**src/rtl/maze_pkg.sv**
```systemverilog
// Shared constants and helpers for the maze pixel renderer: grid geometry,
// palette and the stage-1 pipeline record.
package maze_pkg;

  localparam int GRID_W     = 40;
  localparam int GRID_H     = 30;
  localparam int CELL_SHIFT = 4;
  localparam int ADDR_W     = 11;
  localparam int H_VIS      = GRID_W << CELL_SHIFT;
  localparam int V_VIS      = GRID_H << CELL_SHIFT;

  localparam logic [11:0] BLACK  = 12'h000;
  localparam logic [11:0] PLAYER = 12'hF80;
  localparam logic [11:0] GOAL   = 12'h0F0;
  localparam logic [11:0] WALL   = 12'h00F;
  localparam logic [11:0] FLOOR  = 12'hFFF;
  localparam logic [11:0] WIN    = 12'hFF0;

  typedef struct packed {
    logic visible;
    logic hsync;
    logic vsync;
    logic is_player;
    logic is_goal;
    logic inner;
  } stage1_t;

  // Syncs idle high so the delayed sync outputs stay inactive out of reset.
  localparam stage1_t STAGE1_RST = '{visible: 1'b0, hsync: 1'b1, vsync: 1'b1,
                                     is_player: 1'b0, is_goal: 1'b0, inner: 1'b0};

  // row*40 + col built from shifts so no multiplier is inferred.
  function automatic logic [ADDR_W-1:0] cell_addr(input logic [4:0] row, input logic [5:0] col);
    logic [ADDR_W-1:0] r_ext;
    r_ext = {6'b0, row};
    return (r_ext << 5) + (r_ext << 3) + {5'b0, col};
  endfunction

  // Offsets 2..13 leave a 2-pixel border so sprites read as inset squares.
  function automatic logic cell_inner(input logic [CELL_SHIFT-1:0] off);
    return (off >= 4'd2) && (off <= 4'd13);
  endfunction

endpackage

```
**src/rtl/frame_blink_counter.sv**
```systemverilog
// Frame-start detector (vsync falling edge sampled at pix_en), frame tick,
// win-flash frame counter/phase and the shadow-latch strobe.
module frame_blink_counter #(
  parameter int BLINK_FRAMES = 15
) (
  input  logic clk,
  input  logic reset,
  input  logic i_pix_en,
  input  logic i_vsync,
  input  logic i_game_won,
  output logic o_frame_tick,
  output logic o_blink_phase,
  output logic o_latch_en
);

  localparam int CNT_W = (BLINK_FRAMES > 1) ? $clog2(BLINK_FRAMES) : 1;
  localparam logic [CNT_W-1:0] CNT_LAST = CNT_W'(BLINK_FRAMES - 1);

  logic             r_vs_prev;
  logic             r_frame_tick;
  logic             r_blink_phase;
  logic [CNT_W-1:0] r_blink_count;
  logic             w_fall;

  // pix_en is never high on back-to-back clocks, so the tick is one clk wide.
  assign w_fall = i_pix_en && r_vs_prev && !i_vsync;

  always_ff @(posedge clk or negedge reset) begin
    if (!reset) begin
      r_vs_prev     <= 1'b1;
      r_frame_tick  <= 1'b0;
      r_blink_phase <= 1'b0;
      r_blink_count <= '0;
    end else begin
      r_frame_tick <= w_fall;
      if (i_pix_en) begin
        r_vs_prev <= i_vsync;
      end
      if (!i_game_won) begin
        r_blink_phase <= 1'b0;
        r_blink_count <= '0;
      end else if (w_fall) begin
        if (r_blink_count == CNT_LAST) begin
          r_blink_count <= '0;
          r_blink_phase <= ~r_blink_phase;
        end else begin
          r_blink_count <= r_blink_count + CNT_W'(1);
        end
      end
    end
  end

  assign o_frame_tick  = r_frame_tick;
  assign o_blink_phase = r_blink_phase;
  assign o_latch_en    = w_fall;

endmodule

```
**src/rtl/maze_pixel_renderer.sv**
```systemverilog
// Two-stage pixel pipeline: stage 1 issues the wall RAM address and cell flags,
// stage 2 picks the colour once the RAM bit is back. Syncs travel alongside.
module maze_pixel_renderer
  import maze_pkg::*;
#(
  parameter int BLINK_FRAMES = 15
) (
  input  logic              clk,
  input  logic              reset,
  input  logic              pix_en,
  input  logic [9:0]        hcount,
  input  logic [9:0]        vcount,
  input  logic              video_on,
  input  logic              hsync_in,
  input  logic              vsync_in,
  output logic [ADDR_W-1:0] maze_addr,
  input  logic              maze_data,
  input  logic [5:0]        player_col,
  input  logic [4:0]        player_row,
  input  logic [5:0]        goal_col,
  input  logic [4:0]        goal_row,
  input  logic              game_won,
  output logic [11:0]       rgb,
  output logic              hsync_out,
  output logic              vsync_out,
  output logic              frame_tick
);

  // Handshake: pix_en is a one-clk qualifier from the VGA controller; every
  // pipeline register loads only when it is high and holds otherwise, and the
  // result for a coordinate is on rgb after the second following pix_en.
  logic [5:0]        w_col;
  logic [5:0]        w_row;
  logic              w_in_range;
  logic              w_inner;
  logic              w_is_player;
  logic              w_is_goal;
  logic [ADDR_W-1:0] w_addr;
  logic              w_latch_en;
  logic              w_blink_phase;
  logic [11:0]       w_rgb;

  logic [ADDR_W-1:0] r_maze_addr;
  stage1_t           r_s1;
  logic [5:0]        r_player_col;
  logic [4:0]        r_player_row;
  logic [5:0]        r_goal_col;
  logic [4:0]        r_goal_row;
  logic [11:0]       r_rgb;
  logic              r_hsync_out;
  logic              r_vsync_out;

  frame_blink_counter #(
    .BLINK_FRAMES (BLINK_FRAMES)
  ) u_frame_blink (
    .clk           (clk),
    .reset         (reset),
    .i_pix_en      (pix_en),
    .i_vsync       (vsync_in),
    .i_game_won    (game_won),
    .o_frame_tick  (frame_tick),
    .o_blink_phase (w_blink_phase),
    .o_latch_en    (w_latch_en)
  );

  assign w_col       = hcount[9:CELL_SHIFT];
  assign w_row       = vcount[9:CELL_SHIFT];
  assign w_in_range  = (hcount < 10'(H_VIS)) && (vcount < 10'(V_VIS));
  assign w_addr      = w_in_range ? cell_addr(w_row[4:0], w_col) : '0;
  assign w_inner     = cell_inner(hcount[CELL_SHIFT-1:0]) && cell_inner(vcount[CELL_SHIFT-1:0]);
  assign w_is_player = (w_col == r_player_col) && (w_row == {1'b0, r_player_row});
  assign w_is_goal   = (w_col == r_goal_col) && (w_row == {1'b0, r_goal_row});

  // Stage 1 plus the per-frame shadow copies of player/goal.
  always_ff @(posedge clk or negedge reset) begin
    if (!reset) begin
      r_maze_addr  <= '0;
      r_s1         <= STAGE1_RST;
      r_player_col <= '0;
      r_player_row <= '0;
      r_goal_col   <= '0;
      r_goal_row   <= '0;
    end else begin
      if (pix_en) begin
        r_maze_addr     <= w_addr;
        r_s1.visible    <= video_on && w_in_range;
        r_s1.hsync      <= hsync_in;
        r_s1.vsync      <= vsync_in;
        r_s1.is_player  <= w_is_player;
        r_s1.is_goal    <= w_is_goal;
        r_s1.inner      <= w_inner;
      end
      if (w_latch_en) begin
        r_player_col <= player_col;
        r_player_row <= player_row;
        r_goal_col   <= goal_col;
        r_goal_row   <= goal_row;
      end
    end
  end

  // Player beats goal so a shared cell shows the player.
  always_comb begin
    w_rgb = FLOOR;
    if (!r_s1.visible) begin
      w_rgb = BLACK;
    end else if (r_s1.is_player && r_s1.inner) begin
      w_rgb = PLAYER;
    end else if (r_s1.is_goal && r_s1.inner) begin
      w_rgb = GOAL;
    end else if (maze_data) begin
      w_rgb = WALL;
    end else if (game_won && w_blink_phase) begin
      w_rgb = WIN;
    end
  end

  always_ff @(posedge clk or negedge reset) begin
    if (!reset) begin
      r_rgb       <= BLACK;
      r_hsync_out <= 1'b1;
      r_vsync_out <= 1'b1;
    end else if (pix_en) begin
      r_rgb       <= w_rgb;
      r_hsync_out <= r_s1.hsync;
      r_vsync_out <= r_s1.vsync;
    end
  end

  assign maze_addr = r_maze_addr;
  assign rgb       = r_rgb;
  assign hsync_out = r_hsync_out;
  assign vsync_out = r_vsync_out;

endmodule

```
**config.mk**
```make
export PLATFORM = sky130hd
export DESIGN_NAME = maze_pixel_renderer
export DESIGN_NICKNAME = d
export VERILOG_FILES = /design/src/rtl/maze_pkg.sv /design/src/rtl/frame_blink_counter.sv /design/src/rtl/maze_pixel_renderer.sv
export SDC_FILE = /design/constraint.sdc
export NUM_CORES = 1
export LEC_CHECK = 0
export BUFFER_PORTS_ARGS = -buffer_cell sky130_fd_sc_hd__buf_2
export CORE_ASPECT_RATIO = 1.25
export CORE_MARGIN = 5
export CORE_UTILIZATION = 45
export CTS_CLUSTER_DIAMETER = 50
export DETAILED_ROUTE_END_ITERATION = 16
export GPL_TIMING_DRIVEN = 0
export HOLD_SLACK_MARGIN = 0.06
export PLACE_DENSITY = 0.76
export SKIP_CTS_REPAIR_TIMING = 1
export SYNTH_ARGS = -nofsm -noshare
export SYNTH_HDL_FRONTEND = slang
export SYNTH_SLANG_ARGS = --single-unit
export TNS_END_PERCENT = 10
```
**constraint.sdc**
```tcl
create_clock -name clk -period 2.3 [get_ports clk]
set_input_delay 0.115 -clock clk [delete_from_list [all_inputs] [get_ports clk]]
set_output_delay 0.115 -clock clk [all_outputs]
set_load 0.02 [all_outputs]
```
==> results of run 1 <==
## metrics by stage
| step | utilization (%) | cell area (um^2) | setup slack, ps | hold slack [ps] | cells |
|---|---|---|---|---|---|
| after CTS | 55.6 | 3230 | 342 | -10.8 | 441 |
| after global routing | 59.9 | 3480 | 200 | 76.1 | 466 |
| after global placement | 53.9 | 3140 | 89.1 | 309 | 433 |
| after detailed placement | 53.9 | 3140 | 22.3 | 309 | 433 |
| after floorplan | - | 2690 | 368 | -181 | 294 |
| final | 59.9 | 3480 | 277 | 28.3 | 466 |
## how the worst max path moves through the flow
stage	startpoint	endpoint	depth (start not counted)
floorplan	hcount[9]	maze_addr[9]$_DFFE_PN0P_	9
global placement	hcount[9]	maze_addr[9]$_DFFE_PN0P_	10
detailed placement	hcount[9]	maze_addr[9]$_DFFE_PN0P_	10
CTS	hcount[9]	maze_addr[9]$_DFFE_PN0P_	10
global route	hcount[9]	maze_addr[9]$_DFFE_PN0P_	10
finish	hcount[9]	maze_addr[9]$_DFFE_PN0P_	10
## cells in the mapped netlist, types with 2 or more instances
cell type  number
nand2_1        78
dfrtp_1        47
inv_1          28
xor2_1         24
o21ai_0        15
ha_1           11
buf_4           8
a21oi_1         7
o22ai_1         7
buf_2           6
nand3_1         6
nor4_1          6
dfstp_2         4
mux2_2          4
nor2b_1         4
and3_1          3
nand4_1         3
nor2_1          3
o21ai_1         3
a211oi_1        2
and2_1          2
clkbuf_1        2
fa_1            2
nand2b_1        2
nor3_1          2
xnor2_1         2
## cell families after synthesis
group,share of synthesized area (%)
xor+xnor,8.47
fa+ha+maj,6.61
flops,47.7
buf+inv,8.29
mux,1.68
simple gates,18.7
compound gates,8.61
## critical path, cell delays in order
cell	delay, ps
buf_2	130
inv_1	70
fa_1	610
inv_1	60
ha_1	320
a211oi_1	320
o21bai_1	130
a21oi_1	190
xor2_1	160
o22ai_1	80
## sequential cells by signal, summed over array words and instances (netlist names), 4 cells and up
| register | flops |
|---|---|
| maze_addr | 11 |
| r_goal_col | 6 |
| r_player_col | 6 |
| r_goal_row | 5 |
| r_player_row | 5 |
| r_s1 | 5 |
| rgb | 4 |
| u_frame_blink.r_blink_count | 4 |
## power by group
group          internal [W]  switching, W  total [W]  leakage, nW
clock network      0.000246      0.000297   0.000543       0.0474
logic              0.000235      0.000283   0.000518         1.13
registers           0.00102     0.0000816    0.00110        0.655
total               0.00150      0.000662    0.00216         1.83
## layout make-up
cell class	instances	area share [%]
plain buffers	18	3.27
clock buffers	6	2.37
clock inverters	2	0.467
inverters	29	3.12
multi-input cells	196	34.0
flip-flops and latches	51	36.8
well taps	66	2.37
repair buffers	98	17.7
## layer usage
metal / vias up / part of all wire [%] / global-route usage (%)
li1: 1159 / - / -
met1: 1069 / 41 / 20.8
met2: 83 / 51 / 29.6
met3: 11 / 5.9 / 3.43
met4: 0 / 1.7 / 6.16
met5: - / 0 / 0
==> metrics, run 1 <==
status=finished clean; CORE AREA=5820 um^2; I/O Pins=76; Slew Limit Fails=0; GP Congestion=0.763; dominant synthesized flop cell=dfrtp_1; CTS root buf=clkbuf_8; DR vias=2322; Least-Margin Pin Slew=1130 ps; Fin Clk Skew=12.7 ps; most frequent cells in the layout=buf_2 (79), nand2_1 (78), dfrtp_1 (47); Antenna Cells=0; Final Hold Viols=0; Netlist cell types=39; Critical Path AT=2200 ps; first-pass GRT wire length=10.1 mm; Hold Crit Class=in -> async; CTS Buffer Depth=2; Avg Vias per Cell=4.98; Die X=79.1 um; Reg area=1280 um^2; FFs w/ async S/R, synth=100%; Syn Nets=357; Yosys top cell area share=43.8%; PwrDens=620 nW/um^2; Netlist Area Pre-Place=2690 um^2; Req. time, crit path=2470 ps; Worst Setup Start Kind=input pin; Synth Instances=294; vias in the first global route=2255; fmax=0.494 GHz; Power, Total=0.00216 W; H-tree Lvls=2; Reg clk slew, reported paths=100 ps; fillers=517; DP Wirelength=4.74 mm; reg2reg setup slack=830 ps; r2r worst-path depth=6; IO buf count=73; die area=7630 um^2; Cell Rows=31; Initial Util=46.2%; Congestion Overflow GR=0; clock sinks=51; DR WL/cell=13.4 um; P&R area growth vs syn=29.7%; crit share post-route=87.9%; EDFF count, synth=0; final wirelength=6.24 mm; largest net degree at the start of global routing=52; register bit count reported by yosys=51; slew margin rel.=24.7%; First DRT Iteration DRCs=85; reg2reg end=u_frame_blink.r_blink_count[2]$_DFFE_PN0P_; share of cells above drive strength 1=27.0%; maxcap violations=0; VDD IR-drop max=0.000358 V; Worst R2R Start=u_frame_blink.r_vs_prev$_DFFE_PN1P_; Leakage=1.83 nW; Setup-failing EPs final=0; Skew-Pair Late Insertion Delay=310 ps; drt first pass iters=4; commonest non-fill, non-tap cell in the layout=buf_2; Crit Path Class=in -> reg; CTS tree=yes; total number of yosys warnings=0; die outline height=96.4 um; DRC Markers=0; cell taking the most area after synthesis=dfrtp_1; peak fanout along the critical path=4; Seq/Total Area, Yosys=47.7%; Layout Nets=462; Synth area leaders=dfrtp_1 (44%), nand2_1 (11%), xor2_1 (7.8%); Final min period=2020 ps; Antenna Nets Post-Route=0; Multi-input gate area=1180 um^2; Num CTS Buffers=5; syn_area_per_cell=9.14 um^2; endpoint class of the critical path=flop; setup TNS=0 ps; Overall Global Routing Usage=17.0%; RSZ-0062 raised after global routing=false; initial antenna violation count=0
(Power assumes the default switching activity.)
==> inputs of run 2 (changes only) <==
- MAX_ROUTING_LAYER: not set -> met4
- SKIP_LAST_GASP: not set -> 1
==> metrics, run 2 (synthesis results as in run 1) <==
status=finished clean; CTS root buf=clkbuf_8; fmax=0.504 GHz; vias in the first global route=2264; Final Hold Viols=0; Least-Margin Pin Slew=1130 ps; die area=7630 um^2; crit share post-route=86.2%; Initial Util=46.2%; Avg Vias per Cell=4.97; DR WL/cell=13.4 um; H-tree Lvls=2; most frequent cells in the layout=buf_2 (79), nand2_1 (78), dfrtp_1 (47); Antenna Cells=0; Setup-failing EPs final=0; CTS tree=yes; final instance area=3480 um^2; First DRT Iteration DRCs=75; DRC Markers=0; die outline height=96.4 um; fillers=517; maxcap violations=0; share of cells above drive strength 1=27.0%; Skew-Pair Late Insertion Delay=310 ps; final wirelength=6.23 mm; largest net degree at the start of global routing=52; PwrDens=618 nW/um^2; DP Wirelength=4.74 mm; slew margin rel.=24.6%; DR vias=2315; Req. time, crit path=2470 ps; CORE AREA=5820 um^2; Fin Clk Skew=10.7 ps; setup TNS=0 ps; Critical Path AT=2150 ps; Final Util=59.9%; Reg clk slew, reported paths=100 ps; peak fanout along the critical path=4; drt first pass iters=4; endpoint class of the critical path=flop; CTS Buffer Depth=2; Crit Path Class=in -> reg; Finished Layout Cells=466; Die X=79.1 um; Reg area=1280 um^2; Num CTS Buffers=5; Congestion Overflow GR=0; placed insts=433; GP Congestion=0.773; Antenna Nets Post-Route=0; IO buf count=73; I/O Pins=76; P&R area growth vs syn=29.7%; Multi-input gate area=1180 um^2; Overall Global Routing Usage=17.4%; Slew Limit Fails=0; Final min period=1980 ps; clock sinks=51; Layout Nets=462; VDD IR-drop max=0.000357 V; Cell Rows=31; Post-DP Area=3140 um^2; first-pass GRT wire length=10.1 mm; initial antenna violation count=0; Worst Setup Start Kind=input pin; Hold Crit Class=in -> async; hold slack=31.8 ps; Leakage=1.83 nW; Largest register FFs=11; commonest non-fill, non-tap cell in the layout=buf_2; RSZ-0062 raised after global routing=false
-- run 2: power by group --
group	leakage [nW]	switching, W	total (W)	internal, W
clock	0.0474	0.000293	0.000539	0.000246
combinational	1.13	0.000282	0.000517	0.000235
sequential	0.655	0.0000816	0.00110	0.00102
total	1.83	0.000657	0.00215	0.00150
-- run 2: path summary, 6_finish.rpt --
kind / cells after the start / start / slack (ps) / to
hold reg to reg: 2 / vsync_out$_DFFE_PN1P_ / 490 / vsync_out$_DFFE_PN1P_
hold / removal: 1 / reset / 30 / r_goal_col[0]$_DFFE_PN0P_
setup reg to reg: 6 / u_frame_blink.r_vs_prev$_DFFE_PN1P_ / 830 / u_frame_blink.r_blink_count[2]$_DFFE_PN0P_
min in group clk: 3 / hcount[4] / 80 / maze_addr[0]$_DFFE_PN0P_
setup / recovery: 10 / hcount[9] / 320 / maze_addr[9]$_DFFE_PN0P_
max in group asynchronous: 1 / reset / 1580 / r_s1[0]$_DFFE_PN0P_
-- run 2: routing by layer --
layer  GRT usage [%]  vias up  share of wire [%]
met5               -        -                  0
met4            6.16        0                1.9
met3            2.97       11                5.4
met2            30.1       80                 51
met1            20.7     1069                 42
li1                -     1155                  -
-- run 2: critical path, cell delays in order --
cell	delay, ps
buf_2	130
inv_1	70
fa_1	600
inv_1	60
ha_1	320
a211oi_1	300
o21bai_1	120
a21oi_1	190
xor2_1	160
o22ai_1	80
-- run 2: cell type report --
class	instances	share of cell area (%)
inverter	29	3.12
buffer	18	3.27
tap	66	2.37
timing repair buffer	98	17.7
clock buffer	6	2.37
multi-input combinational	196	34.0
sequential	51	36.8
clock inverter	2	0.467
-- run 2: metrics by stage --
| stage | power [W] | setup WS, ps |
|---|---|---|
| 4_1_cts | 0.00215 | 342 |
| 3_3_place_gp | 0.00158 | 89.1 |
| 5_1_grt | 0.00229 | 197 |
| 3_5_place_dp | 0.00160 | 22.3 |
| 6_report | 0.00215 | 317 |
| 2_1_floorplan | 0.00142 | 368 |
